--- src/rtl/imc_wb_if.sv ---
// Host buffer-space bus seen by the IMC compute sequencer.
interface imc_wb_if #(
  parameter int unsigned WIDTH_ADD = 8,
  parameter int unsigned DATA_W    = 32
);
  logic                 wb_valid;
  logic                 wb_rd_wr;
  logic [WIDTH_ADD-1:0] wb_buf_address;
  logic [DATA_W-1:0]    wb_wdata;
  logic [DATA_W-1:0]    status_rdata;

  // Host side drives the request and samples the status word.
  modport master (
    output wb_valid,
    output wb_rd_wr,
    output wb_buf_address,
    output wb_wdata,
    input  status_rdata
  );

  // Sequencer side decodes the request and returns the status word.
  modport slave (
    input  wb_valid,
    input  wb_rd_wr,
    input  wb_buf_address,
    input  wb_wdata,
    output status_rdata
  );
endinterface

--- src/rtl/imc_compute_seq.sv ---
// In-memory-compute pass sequencer: steps rows through precharge, word-line,
// sense-amp settle and output-buffer latch, controlled through a WB register.
module imc_compute_seq #(
  parameter int unsigned          WIDTH_ADD = 8,
  parameter int unsigned          DATA_W    = 32,
  parameter int unsigned          ROW_W     = 6,
  parameter int unsigned          SETTLE_W  = 4,
  parameter logic [WIDTH_ADD-1:0] CTRL_ADDR = WIDTH_ADD'(8'h42),
  parameter logic [WIDTH_ADD-1:0] STAT_ADDR = WIDTH_ADD'(8'h43)
) (
  input  logic             clk,
  input  logic             rst_n,
  imc_wb_if.slave          wb,
  output logic             busy,
  output logic             buf_wr_allow,
  output logic             done,
  output logic             irq,
  output logic             precharge_en,
  output logic             wl_en,
  output logic [ROW_W-1:0] wl_row,
  output logic             sa_en,
  output logic             ob_latch_en,
  output logic [ROW_W-1:0] ob_addr
);

  localparam int unsigned START_BIT    = 0;
  localparam int unsigned ABORT_BIT    = 1;
  localparam int unsigned LROW_LSB     = 8;
  localparam int unsigned SETTLE_LSB   = 16;
  localparam int unsigned STAT_ROW_LSB = 8;

  typedef enum logic [2:0] {
    S_IDLE  = 3'd0,
    S_PRECH = 3'd1,
    S_WL    = 3'd2,
    S_SENSE = 3'd3,
    S_LATCH = 3'd4,
    S_DONE  = 3'd5
  } state_t;

  state_t              r_state;
  logic [ROW_W-1:0]    r_row;
  logic [ROW_W-1:0]    r_last_row;
  logic [SETTLE_W-1:0] r_settle;
  logic [SETTLE_W-1:0] r_cnt;
  logic                r_done;
  logic                r_start_err;
  logic                r_aborted;
  logic                r_busy;
  logic                r_buf_wr_allow;
  logic                r_irq;
  logic                r_precharge_en;
  logic                r_wl_en;
  logic                r_sa_en;
  logic                r_ob_latch_en;
  logic [ROW_W-1:0]    r_wl_row;

  state_t              w_state_nxt;
  logic [ROW_W-1:0]    w_row_nxt;
  logic [ROW_W-1:0]    w_last_row_nxt;
  logic [SETTLE_W-1:0] w_settle_nxt;
  logic [SETTLE_W-1:0] w_cnt_nxt;
  logic                w_done_nxt;
  logic                w_start_err_nxt;
  logic                w_aborted_nxt;
  logic                w_busy_nxt;
  logic                w_irq_nxt;
  logic                w_precharge_nxt;
  logic                w_wl_nxt;
  logic                w_sa_nxt;
  logic                w_latch_nxt;
  logic [ROW_W-1:0]    w_wl_row_nxt;
  logic                w_set_done;
  logic                w_set_err;
  logic                w_set_abort;

  logic                w_ctrl_wr;
  logic                w_stat_rd;
  logic                w_start_req;
  logic                w_abort_req;
  logic                w_active;
  logic [ROW_W-1:0]    w_wr_last_row;
  logic [SETTLE_W-1:0] w_wr_settle;
  logic [SETTLE_W-1:0] w_settle_eff;
  logic [DATA_W-1:0]   w_status;
  logic                w_unused_wdata;

  // Register access decode; abort wins over start within one write.
  assign w_ctrl_wr     = wb.wb_valid & wb.wb_rd_wr & (wb.wb_buf_address == CTRL_ADDR);
  assign w_stat_rd     = wb.wb_valid & ~wb.wb_rd_wr & (wb.wb_buf_address == STAT_ADDR);
  assign w_abort_req   = w_ctrl_wr & wb.wb_wdata[ABORT_BIT];
  assign w_start_req   = w_ctrl_wr & wb.wb_wdata[START_BIT] & ~wb.wb_wdata[ABORT_BIT];
  assign w_wr_last_row = wb.wb_wdata[LROW_LSB +: ROW_W];
  assign w_wr_settle   = wb.wb_wdata[SETTLE_LSB +: SETTLE_W];
  assign w_settle_eff  = (w_wr_settle == '0) ? SETTLE_W'(1) : w_wr_settle;
  assign w_unused_wdata = ^wb.wb_wdata;

  assign w_active = (r_state == S_PRECH) || (r_state == S_WL) ||
                    (r_state == S_SENSE) || (r_state == S_LATCH);

  // Next-state, datapath and registered-output computation.
  always_comb begin
    w_state_nxt    = r_state;
    w_row_nxt      = r_row;
    w_last_row_nxt = r_last_row;
    w_settle_nxt   = r_settle;
    w_cnt_nxt      = r_cnt;
    w_set_done     = 1'b0;
    w_set_err      = 1'b0;
    w_set_abort    = 1'b0;

    if (w_active && w_abort_req) begin
      w_state_nxt = S_IDLE;
      w_set_abort = 1'b1;
    end else begin
      case (r_state)
        S_IDLE, S_DONE: begin
          if (w_start_req) begin
            w_state_nxt    = S_PRECH;
            w_row_nxt      = '0;
            w_last_row_nxt = w_wr_last_row;
            w_settle_nxt   = w_settle_eff;
          end else if ((r_state == S_DONE) && w_stat_rd) begin
            w_state_nxt = S_IDLE;
          end
        end
        S_PRECH: w_state_nxt = S_WL;
        S_WL: begin
          w_state_nxt = S_SENSE;
          w_cnt_nxt   = r_settle;
        end
        S_SENSE: begin
          if (r_cnt <= SETTLE_W'(1)) begin
            w_state_nxt = S_LATCH;
          end else begin
            w_cnt_nxt = r_cnt - SETTLE_W'(1);
          end
        end
        S_LATCH: begin
          if (r_row == r_last_row) begin
            w_state_nxt = S_DONE;
            w_set_done  = 1'b1;
          end else begin
            w_state_nxt = S_PRECH;
            w_row_nxt   = r_row + ROW_W'(1);
          end
        end
        default: w_state_nxt = S_IDLE;
      endcase
      if (w_active && w_start_req) begin
        w_set_err = 1'b1;
      end
    end

    // Sticky flags: a set event in the reading cycle wins over the read-clear.
    w_done_nxt      = w_set_done  | (r_done      & ~w_stat_rd);
    w_start_err_nxt = w_set_err   | (r_start_err & ~w_stat_rd);
    w_aborted_nxt   = w_set_abort | (r_aborted   & ~w_stat_rd);

    w_busy_nxt      = (w_state_nxt == S_PRECH) || (w_state_nxt == S_WL) ||
                      (w_state_nxt == S_SENSE) || (w_state_nxt == S_LATCH);
    w_precharge_nxt = (w_state_nxt == S_PRECH);
    w_wl_nxt        = (w_state_nxt == S_WL) || (w_state_nxt == S_SENSE);
    w_sa_nxt        = (w_state_nxt == S_SENSE);
    w_latch_nxt     = (w_state_nxt == S_LATCH);
    w_irq_nxt       = (w_state_nxt == S_DONE) && (r_state != S_DONE);
    w_wl_row_nxt    = (w_wl_nxt || w_latch_nxt) ? w_row_nxt : r_wl_row;
  end

  // State, datapath and output registers.
  always_ff @(posedge clk or negedge rst_n) begin
    if (!rst_n) begin
      r_state        <= S_IDLE;
      r_row          <= '0;
      r_last_row     <= '0;
      r_settle       <= SETTLE_W'(1);
      r_cnt          <= '0;
      r_done         <= 1'b0;
      r_start_err    <= 1'b0;
      r_aborted      <= 1'b0;
      r_busy         <= 1'b0;
      r_buf_wr_allow <= 1'b1;
      r_irq          <= 1'b0;
      r_precharge_en <= 1'b0;
      r_wl_en        <= 1'b0;
      r_sa_en        <= 1'b0;
      r_ob_latch_en  <= 1'b0;
      r_wl_row       <= '0;
    end else begin
      r_state        <= w_state_nxt;
      r_row          <= w_row_nxt;
      r_last_row     <= w_last_row_nxt;
      r_settle       <= w_settle_nxt;
      r_cnt          <= w_cnt_nxt;
      r_done         <= w_done_nxt;
      r_start_err    <= w_start_err_nxt;
      r_aborted      <= w_aborted_nxt;
      r_busy         <= w_busy_nxt;
      r_buf_wr_allow <= ~w_busy_nxt;
      r_irq          <= w_irq_nxt;
      r_precharge_en <= w_precharge_nxt;
      r_wl_en        <= w_wl_nxt;
      r_sa_en        <= w_sa_nxt;
      r_ob_latch_en  <= w_latch_nxt;
      r_wl_row       <= w_wl_row_nxt;
    end
  end

  // Status word, driven only while the status register is being read.
  always_comb begin
    w_status                          = '0;
    w_status[0]                       = r_busy;
    w_status[1]                       = r_done;
    w_status[2]                       = r_aborted;
    w_status[3]                       = r_start_err;
    w_status[STAT_ROW_LSB +: ROW_W]   = r_row;
  end

  assign wb.status_rdata = w_stat_rd ? w_status : '0;

  assign busy         = r_busy;
  assign buf_wr_allow = r_buf_wr_allow;
  assign done         = r_done;
  assign irq          = r_irq;
  assign precharge_en = r_precharge_en;
  assign wl_en        = r_wl_en;
  assign sa_en        = r_sa_en;
  assign ob_latch_en  = r_ob_latch_en;
  assign wl_row       = r_wl_row;
  assign ob_addr      = r_wl_row;

endmodule

--- src/flat_wrapper.sv ---
// flat-port wrapper written by rule: the top's interface ports become plain ports
module imc_compute_seq_flat 
#(
  parameter int unsigned          WIDTH_ADD = 8,
  parameter int unsigned          DATA_W    = 32,
  parameter int unsigned          ROW_W     = 6,
  parameter int unsigned          SETTLE_W  = 4,
  parameter logic [WIDTH_ADD-1:0] CTRL_ADDR = WIDTH_ADD'(8'h42),
  parameter logic [WIDTH_ADD-1:0] STAT_ADDR = WIDTH_ADD'(8'h43)
)
  (clk, rst_n, busy, buf_wr_allow, done, irq, precharge_en, wl_en, wl_row, sa_en, ob_latch_en, ob_addr, wb_wb_valid, wb_wb_rd_wr, wb_wb_buf_address, wb_wb_wdata, wb_status_rdata);
  imc_wb_if #(.WIDTH_ADD(WIDTH_ADD), .DATA_W(DATA_W)) wb_i ();
  input  logic clk;
  input  logic rst_n;
  output logic busy;
  output logic buf_wr_allow;
  output logic done;
  output logic irq;
  output logic precharge_en;
  output logic wl_en;
  output logic [ROW_W-1:0] wl_row;
  output logic sa_en;
  output logic ob_latch_en;
  output logic [ROW_W-1:0] ob_addr;
  input wire logic [$bits(wb_i.wb_valid)-1:0] wb_wb_valid;
  input wire logic [$bits(wb_i.wb_rd_wr)-1:0] wb_wb_rd_wr;
  input wire logic [$bits(wb_i.wb_buf_address)-1:0] wb_wb_buf_address;
  input wire logic [$bits(wb_i.wb_wdata)-1:0] wb_wb_wdata;
  output wire logic [$bits(wb_i.status_rdata)-1:0] wb_status_rdata;
  assign wb_i.wb_valid = wb_wb_valid;
  assign wb_i.wb_rd_wr = wb_wb_rd_wr;
  assign wb_i.wb_buf_address = wb_wb_buf_address;
  assign wb_i.wb_wdata = wb_wb_wdata;
  assign wb_status_rdata = wb_i.status_rdata;
  imc_compute_seq #(.WIDTH_ADD(WIDTH_ADD), .DATA_W(DATA_W), .ROW_W(ROW_W), .SETTLE_W(SETTLE_W), .CTRL_ADDR(CTRL_ADDR), .STAT_ADDR(STAT_ADDR)) u_core (.clk(clk), .rst_n(rst_n), .wb(wb_i), .busy(busy), .buf_wr_allow(buf_wr_allow), .done(done), .irq(irq), .precharge_en(precharge_en), .wl_en(wl_en), .wl_row(wl_row), .sa_en(sa_en), .ob_latch_en(ob_latch_en), .ob_addr(ob_addr));
endmodule
--- config.mk ---
export PLATFORM = sky130hd
export DESIGN_NAME = imc_compute_seq_flat
export DESIGN_NICKNAME = d
export VERILOG_FILES = /design/src/rtl/imc_wb_if.sv /design/src/rtl/imc_compute_seq.sv /design/src/flat_wrapper.sv
export SDC_FILE = /design/constraint.sdc
export NUM_CORES = 1
export LEC_CHECK = 0
export CAP_MARGIN = 20
export CORE_ASPECT_RATIO = 1.1
export CORE_MARGIN = 1.5
export CORE_UTILIZATION = 35
export DETAILED_ROUTE_END_ITERATION = 8
export GPL_TIMING_DRIVEN = 0
export PLACE_DENSITY = 0.71
export SYNTH_ARGS = -nofsm -noshare
export SYNTH_HDL_FRONTEND = slang
export SYNTH_SLANG_ARGS = --single-unit
--- constraint.sdc ---
create_clock -name clk -period 3.7 [get_ports clk]
set_input_delay 0.37 -clock clk [delete_from_list [all_inputs] [get_ports clk]]
set_output_delay 0.37 -clock clk [all_outputs]
set_load 0.005 [all_outputs]
# After elaboration in Yosys (flattened, before gate mapping)
# Index checks and enable logic that the tools add are counted.
totals:
  register_bits: 39
  latch_bits: 0
  mem_bits_rw: 0
  rom_bits: 0
  in_bits: 44
  output_inout_bits: 52
  wordCells: 90
  n_memories: 0
classes:
  add_sub_neg: 2
  n_mul: 0
  n_div: 0
  order_cmp: 1
  eq_ne: 15
  shifts: 0
  n_mux: 20
  bitwise_logic: 18
  n_reduce_logical: 18
op_table:
  columns: ["op", "count"]
  rows:
  - ["two-way mux 6 bit", 3]
  - ["== test 8 x 7 -> 1 bit (second input constant)", 2]
  - ["two-way mux 3 bit", 5]
  - ["case mux 3 bit (5 select lines)", 1]
  - ["two-way mux 14 bit", 1]
  - ["== test 3 x 2 -> 1 bit (second input constant)", 4]
  - ["== test 3 bit (second input constant)", 4]
  - ["case mux 6 bit (2 select lines)", 1]
  - ["bitwise AND 1 bit", 10]
  - ["logical OR 1 bit", 8]
  - ["two-way mux 4 bit", 2]
  - ["case mux 4 bit (2 select lines)", 1]
  - ["adder 6 x 1 -> 6 bit (second input constant)", 1]
  - ["== test 3 x 1 -> 1 bit (second input constant)", 2]
  - ["== test 6 bit", 1]
  - ["two-way mux 1 bit", 6]
  - ["AND reduction 3 bit", 2]
  - ["inverter 1 bit", 5]
  - ["<= comparator 4 x 1 -> 1 bit (second input constant)", 1]
  - ["logical AND 1 bit", 4]
  - ["logical NOT 4 bit", 1]
  - ["subtractor 4 x 1 -> 4 bit (second input constant)", 1]
  - ["logical NOT 3 bit", 1]
  - ["!= test 3 bit (second input constant)", 1]
  - ["4 further kinds", 6]

# Logic depth before layout (Yosys ltp)
# Gate-level depths: netlist of run 1.
depth:
  ltp_word: 13
  mapped_depth: 8
  mapped_depth_nobuf: 7

# Worst setup path after synthesis of run 1
# Ideal clock, no wire load.
synth_path:
  kind: "register -> register"
  startpoint: "register u_core.r_cnt[0]"
  endpoint: "register u_core.r_cnt[0]"
  setup_time_ns: 0.121
  arrival_time_ns: 1.610
  t_required_ns: 3.579
  slack_ns: 1.969
  path_stages_with_launch: 9
  n_path_buf: 1
  synth_period_minus_slack_ns: 1.731
  path_cell_list: "dfrtp_1 -> inv_1 -> ha_1 -> nor2_1 -> nor4_2 -> nor4_4 -> and2_0 -> buf_2 -> a22o_1"
synth_between:
  elab_chain_cells: 3
  elab_cells_between_ends: 6
  cone_classes: "add/sub (1); order compare (1); eq/ne (1); mux (2); reduce/logical (1)"
synth_rtl:
  columns: ["element", "line", "text"]
  rows:
  - ["from (decl)", "imc_compute_seq.sv:45", "logic [SETTLE_W-1:0] r_cnt;"]
  - ["from (signal assigned)", "imc_compute_seq.sv:194", "r_cnt <= w_cnt_nxt;"]
  - ["subtractor 4 x 1 -> 4 bit or <= comparator 4 x 1 -> 1 bit (tied branches)", "imc_compute_seq.sv:136, imc_compute_seq.sv:133", null]
  - ["two-way mux 4 bit or != test 2 bit (tied branches)", null, null]
  - ["case mux 4 bit (2 select lines) or AND reduction 3 bit (tied branches)", null, null]
# Several ways; a longest one is shown, not always the timed one. The select of a mux whose other input is x is not followed.
# A chain may end at the register's enable or synchronous reset.

# Worst setup path in the final report of run 1
layout_path:
  startpoint: "input wb_wb_buf_address[5]"
  endpoint: "output wb_status_rdata[9]"
layout_between:
  elab_chain_cells: 3
layout_rtl:
  columns: ["element", "line", "text"]
  rows:
  - ["from (decl)", "flat_wrapper.sv:27", "input wire logic [$bits(wb_i.wb_buf_address)-1:0] wb_wb_buf_address;"]
  - ["== test 8 x 7 -> 1 bit", "imc_compute_seq.sv:90", "assign w_stat_rd = wb.wb_valid & ~wb.wb_rd_wr & (wb.wb_buf_address == STAT_ADDR);"]
  - ["bitwise AND 1 bit", "imc_compute_seq.sv:90", null]
  - ["two-way mux 14 bit", "imc_compute_seq.sv:219", "assign wb.status_rdata = w_stat_rd ? w_status : '0;"]
  - ["to (decl)", "flat_wrapper.sv:29", "output wire logic [$bits(wb_i.status_rdata)-1:0] wb_status_rdata;"]
# No other way between the ends.

==> results of run 1 <==
-- worst reg2reg max path, stage by stage (launching register included) --
cell	delay (ns)
sky130_fd_sc_hd__dfrtp_1	0.43
sky130_fd_sc_hd__inv_1	0.07
sky130_fd_sc_hd__ha_1	0.22
sky130_fd_sc_hd__nor2_1	0.20
sky130_fd_sc_hd__nor4_2	0.11
sky130_fd_sc_hd__nor4_4	0.40
sky130_fd_sc_hd__and2_0	0.17
sky130_fd_sc_hd__buf_2	0.15
sky130_fd_sc_hd__o21ai_0	0.09
-- worst max path at each step --
stage | start | slack (ns) | endpoint
finish | wb_wb_buf_address[5] | 0.84 | wb_status_rdata[9]
floorplan | u_core.r_cnt[0] | 1.97 | u_core.r_cnt[0]
CTS | wb_wb_buf_address[5] | 0.86 | wb_status_rdata[9]
global route | wb_wb_buf_address[5] | 0.68 | wb_status_rdata[9]
detailed placement | wb_wb_buf_address[5] | 0.89 | wb_status_rdata[9]
global placement | wb_wb_buf_address[5] | 0.86 | wb_status_rdata[9]
-- logic make-up (layout without fill, tap and decap cells) --
logic type | after synthesis | in the layout | share of synthesized area (%)
other | 1 | 22 | 0.167
buffers and inverters | 43 | 104 | 13.1
muxes | 17 | 17 | 8.39
adders and majority gates | 3 | 3 | 1.67
and+or+nand+nor | 72 | 72 | 20.1
AOI/OAI and AO/OA | 31 | 31 | 10.1
xor gates and xnor gates | 8 | 8 | 3.11
DFF | 39 | 39 | 43.5
-- registers in the layout, summed over array words and instances (netlist names) --
| register | count |
|---|---|
| u_core.busy | 1 |
| u_core.wl_en | 1 |
| u_core.buf_wr_allow | 1 |
| u_core.r_start_err | 1 |
| u_core.r_settle | 4 |
| u_core.sa_en | 1 |
| u_core.r_state | 3 |
| u_core.r_row | 6 |
| u_core.ob_addr | 6 |
| u_core.r_last_row | 6 |
| u_core.done | 1 |
| u_core.irq | 1 |
| u_core.r_aborted | 1 |
| u_core.ob_latch_en | 1 |
| u_core.precharge_en | 1 |
| u_core.r_cnt | 4 |
-- metal layers --
metal  vias up  part of all wire (%)  GRT usage, %
li1        877                     -             -
met1       817                    45          17.7
met2        47                    48          23.0
met3         7                   5.3          2.83
met4         0                   1.7          6.22
met5         -                     0             0
-- layout make-up --
cell class	instances	share of cell area [%]
repair buffers	53	17.3
plain buffers	37	8.94
clock buffers	7	2.51
multi-input cells	153	34.8
well taps	80	3.30
flip-flops and latches	39	32.2
clock inverters	1	0.165
inverters	6	0.742
-- synth_stat cells (all sizes together) (2+ instances only) --
cell type   n  area share (%)
dfrtp      37              41
buf        36              12
mux2       15             7.5
nand2      15             2.6
and3       14             4.1
nor2       10             1.7
nand3       9             2.0
o21ai       7             1.6
inv         6             1.0
xnor2       5             1.9
a21oi       4            0.89
a22o        4             1.6
nor3        4             1.1
nor4        4             2.3
ha          3             1.7
o211ai      3             1.0
or2         3            0.83
xor2        3             1.2
a31oi       2            0.56
and2        2            0.56
dfstp       2             2.3
mux2i       2            0.89
nor4b       2             1.4
o22ai       2            0.83
or4         2            0.67
-- through the flow --
| step | power [mW] | std cells |
|---|---|---|
| finish | 1.82 | 376 |
| global route | 1.97 | 376 |
| CTS | 1.83 | 376 |
| detailed placement | 1.55 | 368 |
| global placement | 1.53 | 368 |
| floorplan | 1.23 | 235 |
-- power groups by stage --
stage	clock network [mW]	logic, mW	registers (mW)
after CTS	0.288	0.881	0.664
final	0.280	0.879	0.664
after global placement	0	0.861	0.669
after detailed placement	0	0.879	0.673
after global routing	0.306	0.983	0.680
after floorplan	0	0.579	0.650
-- cell usage in the layout, fill, tap and decap left out, types with 4 or more instances in the layout --
cell type,n
sky130_fd_sc_hd__dfrtp_1,37
sky130_fd_sc_hd__buf_2,5
sky130_fd_sc_hd__clkbuf_8,5
sky130_fd_sc_hd__mux2_2,15
sky130_fd_sc_hd__a21oi_1,4
sky130_fd_sc_hd__nor2_1,10
sky130_fd_sc_hd__a22o_1,4
sky130_fd_sc_hd__buf_4,30
sky130_fd_sc_hd__inv_1,6
sky130_fd_sc_hd__and3_1,13
sky130_fd_sc_hd__xnor2_1,5
sky130_fd_sc_hd__o21ai_0,7
sky130_fd_sc_hd__nand2_1,14
sky130_fd_sc_hd__clkdlybuf4s50_1,52
sky130_fd_sc_hd__conb_1,22
sky130_fd_sc_hd__nand3_1,9
==> flow_results.xml, run 1 <==
<?xml version="1.0" encoding="UTF-8"?>
<metrics>
  <group name="cts">
    <metric name="ctsRootBufferMaster" unit="">sky130_fd_sc_hd__clkbuf_8</metric>
    <metric name="cts.reportedPaths.clkPinSlew" unit="ns">0.07</metric>
    <metric name="clock_sink_count" unit="">39</metric>
    <metric name="tritoncts" unit="">built</metric>
    <metric name="ctsResizeCount" unit="">0</metric>
    <metric name="post_cts_buffers" unit="">0</metric>
    <metric name="cts-buffers-inserted" unit="">5</metric>
    <metric name="clock_tree.htree_level_count" unit="">2</metric>
    <metric name="post_cts_hold_buffer_count" unit="">0</metric>
    <metric name="cts-root-to-sink-buffers" unit="">2</metric>
    <metric name="insertion_delay" unit="ns">0.29</metric>
  </group>
  <group name="synth">
    <metric name="ys_warn_count" unit="">0</metric>
    <metric name="synth_edf_count" unit="">0</metric>
    <metric name="yosys_most_used_dff" unit="">sky130_fd_sc_hd__dfrtp_1</metric>
    <metric name="post_synth_instance_area" unit="sq um">2250</metric>
    <metric name="synthArstFlopShare" unit="%">100</metric>
    <metric name="postSynthRegisterBits" unit="">39</metric>
    <metric name="synth_cell_types" unit="">53</metric>
    <metric name="synthesis.instances" unit="">214</metric>
    <metric name="seq_area_frac_synth" unit="%">43.5</metric>
    <metric name="post_synth.cell_area_avg" unit="sq um">10.5</metric>
  </group>
  <group name="timing">
    <metric name="setup_tns" unit="ns">0</metric>
    <metric name="final-hold-violation-count" unit="">0</metric>
    <metric name="timing.final.crit_period" unit="ns">2.86</metric>
    <metric name="pin_slew_with_the_least_headroom_to_its_limit" unit="ns">0.872</metric>
    <metric name="timing.slew.headroom" unit="%">41.9</metric>
    <metric name="final.setup.worst_slack" unit="ns">0.841</metric>
    <metric name="final.period_utilization" unit="%">77.3</metric>
    <metric name="rsz0062_at_grt" unit="">false</metric>
    <metric name="final-max-slew-violation-count" unit="">0</metric>
    <metric name="timing.clock.skew" unit="ns">0.00290</metric>
    <metric name="achievable-frequency" unit="MHz">350</metric>
    <metric name="finalHoldWorstSlack" unit="ns">0.190</metric>
    <metric name="final_setup_violation_count" unit="">0</metric>
  </group>
  <group name="detailed_routing">
    <metric name="finalWirelength" unit="mm">4.58</metric>
    <metric name="drcViolationCount" unit="">0</metric>
    <metric name="route.antenna.remaining_nets" unit="">0</metric>
    <metric name="first_iter_violations" unit="">59</metric>
    <metric name="routedWlPerCell" unit="microns">12.2</metric>
    <metric name="vias" unit="">1748</metric>
    <metric name="drt_first_pass_iters" unit="">4</metric>
    <metric name="post_drt_via_cell_ratio" unit="">4.65</metric>
  </group>
  <group name="layout">
    <metric name="filler_cell_count" unit="">577</metric>
    <metric name="layout-drive-gt1-share" unit="%">24.7</metric>
    <metric name="syn_to_final_growth" unit="%">34.9</metric>
    <metric name="total_nets_final" unit="">342</metric>
    <metric name="multiInputGateArea" unit="sq um">1060</metric>
    <metric name="antennaDiodeCount" unit="">0</metric>
    <metric name="layout.core_utilization" unit="%">49.0</metric>
    <metric name="sequential_cell_area" unit="sq um">978</metric>
    <metric name="postLayoutCellArea" unit="sq um">3040</metric>
  </group>
  <group name="die">
    <metric name="vertical_die_dimension" unit="microns">87.1</metric>
    <metric name="fp.coreArea" unit="sq um">6190</metric>
    <metric name="fp.dieW" unit="microns">79.5</metric>
    <metric name="floorplan.initialDensity" unit="%">36.3</metric>
    <metric name="dieArea" unit="sq um">6920</metric>
    <metric name="floorplan.io_pins" unit="">96</metric>
    <metric name="number_of_placement_rows" unit="">30</metric>
  </group>
  <group name="critical_path">
    <metric name="critical_path.endpoint_type" unit="">primary output</metric>
    <metric name="path_class" unit="">input pin to primary output</metric>
    <metric name="crit_required" unit="ns">3.33</metric>
    <metric name="timing.rr.end" unit="">u_core.r_cnt[1]</metric>
    <metric name="rr_worst_depth" unit="">8</metric>
    <metric name="cp_max_fo" unit="">10</metric>
    <metric name="cp_slowest_cell" unit="">sky130_fd_sc_hd__clkdlybuf4s50_1</metric>
    <metric name="cp_data_arrival_time" unit="ns">2.49</metric>
    <metric name="worst_path_most_repeated_cell" unit="">sky130_fd_sc_hd__clkdlybuf4s50_1</metric>
    <metric name="timing.critical_path.buf_inv" unit="">3</metric>
    <metric name="cell_breakdown_of_the_critical_path" unit="">clkdlybuf4s50_1, nor4b_4, and2_1, buf_2, nand2_1, nor2_1, clkdlybuf4s50_1</metric>
    <metric name="critical-path-top-delay-family" unit="">buffers and inverters</metric>
    <metric name="critical_path.startpoint_type" unit="">input pin</metric>
    <metric name="max_stage_delay" unit="ns">0.53</metric>
    <metric name="cp.depth" unit="">7</metric>
    <metric name="rrSetupSlack" unit="ns">1.76</metric>
    <metric name="regToRegStartpoint" unit="">u_core.r_cnt[0]</metric>
  </group>
  <group name="power_and_ir_drop">
    <metric name="p_per_area" unit="nW/um^2">600</metric>
    <metric name="static-leakage-power" unit="nW">1.44</metric>
    <metric name="seq_power_share" unit="%">36.4</metric>
    <metric name="pint" unit="mW">1.17</metric>
    <metric name="switchingPower" unit="uW">657</metric>
    <metric name="power.share.combinational" unit="%">48.2</metric>
    <metric name="ir_worst_vdd" unit="uV">225</metric>
    <metric name="switching_part_of_the_total_power" unit="%">36.0</metric>
    <metric name="pwr-share-clk" unit="%">15.4</metric>
  </group>
  <group name="run_status">
    <metric name="status" unit="">completed</metric>
  </group>
  <group name="place">
    <metric name="buffer_ports.inserted" unit="">53</metric>
    <metric name="routabilityCongestion" unit="">0.829</metric>
    <metric name="dpl.hpwl" unit="mm">3.44</metric>
    <metric name="placement.setup.worst_slack" unit="ns">0.889</metric>
    <metric name="detailed_place.area" unit="sq um">2960</metric>
  </group>
  <group name="flow_run">
    <metric name="timing.max_cap.violations" unit="">0</metric>
  </group>
  <group name="global_route">
    <metric name="first_global_vias" unit="">1573</metric>
    <metric name="maximum_number_of_pins_on_one_net_before_global_route_repair" unit="">40</metric>
    <metric name="grt.overflow.total" unit="">0</metric>
    <metric name="grt_first_pass_wirelength" unit="mm">7.51</metric>
    <metric name="grt_use_total" unit="%">14.0</metric>
    <metric name="initial_antenna_violation_count" unit="">0</metric>
  </group>
  <group name="min_path">
    <metric name="timing.hold.worst.class" unit="">input pin to asynchronous set/reset pin</metric>
  </group>
</metrics>
No activity file was read; power rests on OpenSTA's default activity.
==> run 2: changes to the inputs <==
- clock period: 3.7 -> 2.7 ns (I/O delays scaled with it)
==> flow_results.xml, run 2 (synthesis results as in run 1) <==
<?xml version="1.0" encoding="UTF-8"?>
<metrics>
  <group name="run_status">
    <metric name="status" unit="">completed</metric>
  </group>
  <group name="timing">
    <metric name="achievable-frequency" unit="MHz">387</metric>
    <metric name="timing.slew.headroom" unit="%">41.9</metric>
    <metric name="final-max-slew-violation-count" unit="">0</metric>
    <metric name="final.period_utilization" unit="%">95.6</metric>
    <metric name="final-hold-violation-count" unit="">0</metric>
    <metric name="setup_tns" unit="ns">0</metric>
    <metric name="final.setup.worst_slack" unit="ns">0.118</metric>
    <metric name="pin_slew_with_the_least_headroom_to_its_limit" unit="ns">0.871</metric>
    <metric name="timing.clock.skew" unit="ns">0.00170</metric>
    <metric name="rsz0062_at_grt" unit="">false</metric>
    <metric name="finalHoldWorstSlack" unit="ns">0.0908</metric>
    <metric name="timing.final.crit_period" unit="ns">2.58</metric>
    <metric name="final_setup_violation_count" unit="">0</metric>
  </group>
  <group name="detailed_routing">
    <metric name="route.antenna.remaining_nets" unit="">0</metric>
    <metric name="finalWirelength" unit="mm">4.60</metric>
    <metric name="vias" unit="">1774</metric>
    <metric name="routedWlPerCell" unit="microns">12.2</metric>
    <metric name="drt_first_pass_iters" unit="">4</metric>
    <metric name="drcViolationCount" unit="">0</metric>
    <metric name="post_drt_via_cell_ratio" unit="">4.71</metric>
    <metric name="first_iter_violations" unit="">88</metric>
  </group>
  <group name="flow_run">
    <metric name="timing.max_cap.violations" unit="">0</metric>
  </group>
  <group name="place">
    <metric name="placement.setup.worst_slack" unit="ns">0.0893</metric>
    <metric name="dpl.hpwl" unit="mm">3.44</metric>
    <metric name="buffer_ports.inserted" unit="">53</metric>
    <metric name="routabilityCongestion" unit="">0.829</metric>
    <metric name="detailed_place.area" unit="sq um">2960</metric>
  </group>
  <group name="global_route">
    <metric name="grt.overflow.total" unit="">0</metric>
    <metric name="maximum_number_of_pins_on_one_net_before_global_route_repair" unit="">40</metric>
    <metric name="grt_use_total" unit="%">14.0</metric>
    <metric name="grt_first_pass_wirelength" unit="mm">7.51</metric>
    <metric name="first_global_vias" unit="">1573</metric>
    <metric name="initial_antenna_violation_count" unit="">0</metric>
  </group>
  <group name="cts">
    <metric name="ctsRootBufferMaster" unit="">sky130_fd_sc_hd__clkbuf_8</metric>
    <metric name="cts.reportedPaths.clkPinSlew" unit="ns">0.07</metric>
    <metric name="cts-buffers-inserted" unit="">5</metric>
    <metric name="clock_tree.htree_level_count" unit="">2</metric>
    <metric name="insertion_delay" unit="ns">0.29</metric>
    <metric name="clock_sink_count" unit="">39</metric>
    <metric name="cts-root-to-sink-buffers" unit="">2</metric>
    <metric name="tritoncts" unit="">built</metric>
  </group>
  <group name="power_and_ir_drop">
    <metric name="ir_worst_vdd" unit="uV">308</metric>
    <metric name="static-leakage-power" unit="nW">1.44</metric>
    <metric name="p_per_area" unit="nW/um^2">820</metric>
  </group>
  <group name="die">
    <metric name="fp.coreArea" unit="sq um">6190</metric>
    <metric name="dieArea" unit="sq um">6920</metric>
    <metric name="floorplan.initialDensity" unit="%">36.3</metric>
    <metric name="floorplan.io_pins" unit="">96</metric>
    <metric name="vertical_die_dimension" unit="microns">87.1</metric>
    <metric name="number_of_placement_rows" unit="">30</metric>
    <metric name="fp.dieW" unit="microns">79.5</metric>
  </group>
  <group name="layout">
    <metric name="layout-drive-gt1-share" unit="%">25.3</metric>
    <metric name="layout_common_cells" unit="">sky130_fd_sc_hd__clkdlybuf4s50_1, sky130_fd_sc_hd__dfrtp_1, sky130_fd_sc_hd__buf_4</metric>
    <metric name="filler_cell_count" unit="">580</metric>
    <metric name="antennaDiodeCount" unit="">0</metric>
    <metric name="syn_to_final_growth" unit="%">35.4</metric>
    <metric name="mostFrequentLayoutCell" unit="">sky130_fd_sc_hd__clkdlybuf4s50_1</metric>
    <metric name="total_nets_final" unit="">343</metric>
    <metric name="postLayoutCellArea" unit="sq um">3050</metric>
  </group>
  <group name="critical_path">
    <metric name="critical_path.startpoint_type" unit="">input pin</metric>
    <metric name="path_class" unit="">input pin to primary output</metric>
    <metric name="critical_path.endpoint_type" unit="">primary output</metric>
    <metric name="cp_data_arrival_time" unit="ns">2.31</metric>
    <metric name="cp_max_fo" unit="">10</metric>
    <metric name="crit_required" unit="ns">2.43</metric>
  </group>
  <group name="min_path">
    <metric name="timing.hold.worst.class" unit="">input pin to asynchronous set/reset pin</metric>
  </group>
</metrics>
## run 2: cell count changes in the layout (fill, tap and decap cells not counted)
cell / change
sky130_fd_sc_hd__buf_4: +1
sky130_fd_sc_hd__nor2_1: -1
sky130_fd_sc_hd__nor2_2: +1
## run 2: through the flow
stage / power [mW] / std cells / util (%)
after floorplan: 1.68 / 235 / -
after global placement: 2.10 / 368 / 47.8
after detailed placement: 2.13 / 368 / 47.7
after CTS: 2.51 / 376 / 49.0
after global routing: 2.70 / 377 / 49.2
final: 2.50 / 377 / 49.2
## run 2: per-layer routing
layer | share of wire (%) | track usage (%) | wire length (microns)
met4 | 1.7 | 6.22 | 78
met1 | 44 | 17.7 | 2030
met3 | 5.1 | 2.83 | 235
met5 | 0 | 0 | 0
met2 | 49 | 23.0 | 2260
## run 2: final timing paths
path / start / endpoint / slack (ns) / cells after the start
setup / recovery: wb_wb_buf_address[7] / wb_status_rdata[10] / 0.12 / 7
hold / removal: rst_n / u_core.sa_en / 0.09 / 1
setup reg to reg: u_core.r_cnt[0] / u_core.r_cnt[1] / 0.75 / 8
hold reg to reg: u_core.r_aborted / u_core.r_aborted / 0.51 / 1
max in group asynchronous: rst_n / u_core.r_row[0] / 2.06 / 1
min in group clk: u_core.r_aborted / u_core.r_aborted / 0.51 / 1
## run 2: cell type report
class | count | area [sq um] | share of cell area (%)
Buffer | 37 | 272 | 8.91
Sequential cell | 39 | 978 | 32.1
Tap cell | 80 | 100 | 3.29
Inverter | 6 | 22.5 | 0.739
Clock inverter | 1 | 5.00 | 0.164
Clock buffer | 7 | 76.3 | 2.51
Multi-Input combinational cell | 153 | 1060 | 34.8
Timing Repair Buffer | 54 | 533 | 17.5
## run 2: power by group
part	leakage [nW]	switching (mW)	internal [mW]
sequential	0.485	0.156	0.753
combinational	0.913	0.542	0.665
clock	0.0422	0.201	0.181
total	1.44	0.899	1.60
## run 2: critical path: stages
cell,delay (ns)
sky130_fd_sc_hd__clkdlybuf4s50_1,0.44
sky130_fd_sc_hd__nor4b_4,0.34
sky130_fd_sc_hd__and2_1,0.19
sky130_fd_sc_hd__buf_2,0.19
sky130_fd_sc_hd__nand2_1,0.17
sky130_fd_sc_hd__nor2_1,0.17
sky130_fd_sc_hd__clkdlybuf4s50_1,0.53
## run 2: timing repair
item / in CTS / in global routing
endpoints found under the hold margin: 0 / 0
setup endpoints to repair: 0 / 2
buffers inserted: 0 / 1
hold buffers: 0 / 0
gates resized for setup: 0 / 1
==> run 3: changes to the inputs <==
- GPL_ROUTABILITY_DRIVEN: not set -> 0
==> results of run 3 <==
Same layout as run 2: the final DEF is identical, and so are final timing and power.
==> RTL edit 1 (flow settings as in run 2) <==
The output `buf_wr_allow` loses its register stage (`r_buf_wr_allow` becomes a continuous assignment).
--- a/src/rtl/imc_compute_seq.sv
+++ b/src/rtl/imc_compute_seq.sv
@@ -181,3 +181,2 @@
       r_busy         <= 1'b0;
-      r_buf_wr_allow <= 1'b1;
       r_irq          <= 1'b0;
@@ -198,3 +197,2 @@
       r_busy         <= w_busy_nxt;
-      r_buf_wr_allow <= ~w_busy_nxt;
       r_irq          <= w_irq_nxt;
@@ -207,2 +205,4 @@
   end
+
+  assign r_buf_wr_allow = ~w_busy_nxt;
 
Function: changed (Yosys sat finds a counterexample within 4 cycles, from zero or initial values and one cycle with rst_n low).
==> RTL edit 1 against run 2 <==
Critical path depth unchanged; sequential power decreased by 1%; non-clock buffer count increased by 7; power increased by 2.3%; utilization increased by 1.4 points; worst setup slack improved by 0.11 ns; sequential cell count decreased by 1; fmax increased by 4.5%; worst hold slack got worse by 0.018 ns; synthesized area decreased by 1.2%; wire length increased by 4.3%; cell area increased by 2.1%; clock power decreased by 1%; largest cell class unchanged; highest routed layer unchanged.
==> RTL edit 1: results (changes against run 2) <==
status - finished clean
Placement Setup Slack - -0.161 ns (-0.250 ns)
grt met2 use - 23.3% (+0.27 points)
routed wl met3 - 341 um (+45%)
Worst-Margin Slew - 0.832 ns (-0.0389 ns)
Sequential Power Share - 35.2% (-1.2 points)
global-route wire length before repair - 7620 um (+1.6%)
via count - 1765 (-0.51%)
mux contribution to synthesized area - 8.49% (+0.099 points)
WL met1 - 2150 um (+6.1%)
gpl congestion - 0.815 (-1.7%)
largest net degree at the start of global routing - 39 (-2.5%)
Routed WL - 4800 um (+4.3%)
post-synthesis sequential area ratio - 42.8% (-0.67 points)
met3 Track Usage GR - 4.11% (+1.3 points)
Pleak - 1.50 nW (+3.9%)
Max VDD drop - 0.363 mV (+18%)
layout cells sized above 1 - 27.4% (+2.1 points)
r2r setup slk - 0.67 ns (-0.08 ns)
gr usage total - 14.5% (+0.45 points)
number of global-route vias before repair - 1639 (+4.2%)
iteration-0 DRC count of the detailed router - 113 (+28%)
Final #Nets - 349 (+1.7%)
crit path time final - 2.47 ns (-0.110 ns)
clk pwr - 0.378 mW (-1%)
Max Clock Skew - 0.00690 ns (+0.00520 ns)
XOR/XNOR Fraction of Synth Area - 3.15% (+0.037 points)
Logic pwr share - 50.0% (+1.7 points)
met2 wire length - 2230 um (-1.1%)
met1 usage - 18.5% (+0.78 points)
Synth Area in Compound Gates - 10.2% (+0.12 points)
adder-cell share of the synthesized area - 1.69% (+0.020 points)
## RTL edit 1: cell types whose count changed after synthesis
cell	delta
dfstp_2	-1
## RTL edit 1: final cells by class
cell class	instances	area, um^2
Fill cell	594	3040
Multi-Input combinational cell	153	1090
Sequential cell	38	952
Timing Repair Buffer	61	588
Buffer	37	275
Tap cell	80	100
Clock buffer	7	76.3
Inverter	6	22.5
Clock inverter	1	7.51
## RTL edit 1: final timing paths
check                                startpoint                  to  cells past startpoint
min                                       rst_n     u_core.r_cnt[0]                      1
max reg2reg                     u_core.r_cnt[0]     u_core.r_cnt[0]                      8
min reg2reg                  u_core.r_settle[0]  u_core.r_settle[0]                      2
max in group asynchronous                 rst_n   u_core.ob_addr[5]                      1
max                        wb_wb_buf_address[5]  wb_status_rdata[9]                      7
min in group clk             u_core.r_settle[0]  u_core.r_settle[0]                      2
## RTL edit 1: critical path: stages
cell and delay (ns):
clkdlybuf4s50_1 0.44, nor4b_4 0.34, and2_4 0.19, buf_4 0.15, nand2_1 0.14, nor2_1 0.15
clkdlybuf4s50_1 0.52
## RTL edit 1: per-stage QoR
step	hold WS, ns	TNS [ns]	cell area (um^2)	std cells
after CTS	0.103	0	3060	377
after floorplan	-0.0256	0	2300	234
after global routing	0.142	0	3110	383
final	0.0733	0	3110	383
after global placement	0.480	-0.0957	2930	367
after detailed placement	0.417	-0.161	2930	367
## RTL edit 1: kinds of logic after synthesis
kind of cell	after synthesis
flops	38
mux	17
xor+xnor	8
simple gates	72
compound gates	31
fa+ha+maj	3
other cells	1
buf+inv	43
## RTL edit 1: repair_timing
item / 4_1_cts / 5_1_grt
resized for setup: 5 / 5
endpoints found under the setup margin: 1 / 3
pin swaps: 3 / 5
buffers inserted: 2 / 6
==> RTL edit 2 (config.mk and constraints of run 2) <==
Made on the original files. `DATA_W` is set to 32 in 3 places; all go to 64.
--- a/src/rtl/imc_wb_if.sv
+++ b/src/rtl/imc_wb_if.sv
@@ -3,3 +3,3 @@
   parameter int unsigned WIDTH_ADD = 8,
-  parameter int unsigned DATA_W    = 32
+  parameter int unsigned DATA_W    = 64
 );
--- a/src/rtl/imc_compute_seq.sv
+++ b/src/rtl/imc_compute_seq.sv
@@ -4,3 +4,3 @@
   parameter int unsigned          WIDTH_ADD = 8,
-  parameter int unsigned          DATA_W    = 32,
+  parameter int unsigned          DATA_W    = 64,
   parameter int unsigned          ROW_W     = 6,
--- a/src/flat_wrapper.sv
+++ b/src/flat_wrapper.sv
@@ -4,3 +4,3 @@
   parameter int unsigned          WIDTH_ADD = 8,
-  parameter int unsigned          DATA_W    = 32,
+  parameter int unsigned          DATA_W    = 64,
   parameter int unsigned          ROW_W     = 6,
Interface: changed (resized wb_status_rdata and wb_wb_wdata); port bits go from 96 to 160. No check against the original RTL was run, so the function may have changed too.
==> RTL edit 2 against run 2 <==
Non-clock buffer count up 32; synthesized area up 11%; via count up 9.5%; largest cell class unchanged; first-iteration DRC count up 61%; power up 6.8%; sequential cell count unchanged; cell area up 13%; wire length up 8.4%; worst setup slack better by 0.015 ns.
==> RTL edit 2: results (changes against run 2) <==
Pleak - 1.74 nW (+21%)
Top Layer Used - met4
routed wl met3 - 452 um (+92%)
iteration-0 DRC count of the detailed router - 142 (+61%)
first-pass iteration count of the detailed router - 4 (unchanged)
routed len/inst - 11.2 um (-8.4%)
DR vias/cell - 4.35 (-7.5%)
post-synthesis sequential area ratio - 39.3% (-4.2 points)
RR Endpoint - u_core.r_cnt[1]
Final Non-Filler Cells - 446 (+18%)
list of most frequent post-synthesis cells - buf_4, dfrtp_1, mux2_2, nand2_1, and3_1
global-route wire length before repair - 8520 um (+14%)
Fmax achieved - 389 MHz (+0.57%)
layout cells sized above 1 - 30.2% (+4.9 points)
Cells after DPL - 437 (+19%)
Worst Setup SP - wb_wb_buf_address[7]
Synth Area in Compound Gates - 9.09% (-0.97 points)
DP HPWL - 3840 um (+11%)
hold_ws - 0.0855 ns (-0.00530 ns)
mux contribution to synthesized area - 7.58% (-0.81 points)
met2 wire length - 2350 um (+4.3%)
diodes inserted - 0 (unchanged)
Routed Antenna Nets - 0 (unchanged)
gate count of the mapped netlist - 246 (+15%)
Max Clock Skew - 0.00312 ns (+0.00142 ns)
most numerous cell in the Yosys netlist - buf_4
WL met1 - 2080 um (+2.7%)
gr usage total - 13.7% (-0.33 points)
adder-cell share of the synthesized area - 1.51% (-0.16 points)
Post-DP Area - 3320 um^2 (+12%)
Worst-Margin Slew - 0.866 ns (-0.00532 ns)
status - finished clean
XOR/XNOR Fraction of Synth Area - 2.81% (-0.30 points)
Placement Setup Slack - 0.0337 ns (-0.0556 ns)
Max VDD drop - 0.340 mV (+10%)
post-cts sizing count - 0 (unchanged)
r2r setup slk - 0.77 ns (+0.02 ns)
number of global-route vias before repair - 1822 (+16%)
## RTL edit 2: power by group
part | internal [mW] | switching [mW]
clock network | 0.299 | 0.202
registers | 0.752 | 0.160
logic | 0.693 | 0.561
total | 1.74 | 0.923
## RTL edit 2: worst reg2reg max path, stage by stage, from the launching register on
cell	delay [ns]
dfrtp_1	0.42
inv_1	0.07
ha_1	0.22
nor2_1	0.20
nor4_2	0.11
nor4_4	0.40
and2_0	0.17
buf_2	0.15
o21ai_0	0.09
## RTL edit 2: routing by layer
metal	track usage, %	vias to the layer above
met1	16.6	869
met5	0	-
met2	23.2	96
li1	-	969
met3	3.64	8
met4	5.33	0
## RTL edit 2: cell type report
class	instances	area [um^2]	share of cell area, %
Timing Repair Buffer	54	533	15.5
Clock inverter	2	35.0	1.02
Sequential cell	39	978	28.4
Clock buffer	6	82.6	2.39
Multi-Input combinational cell	185	1180	34.2
Buffer	69	512	14.8
Inverter	6	22.5	0.653
Tap cell	85	106	3.08
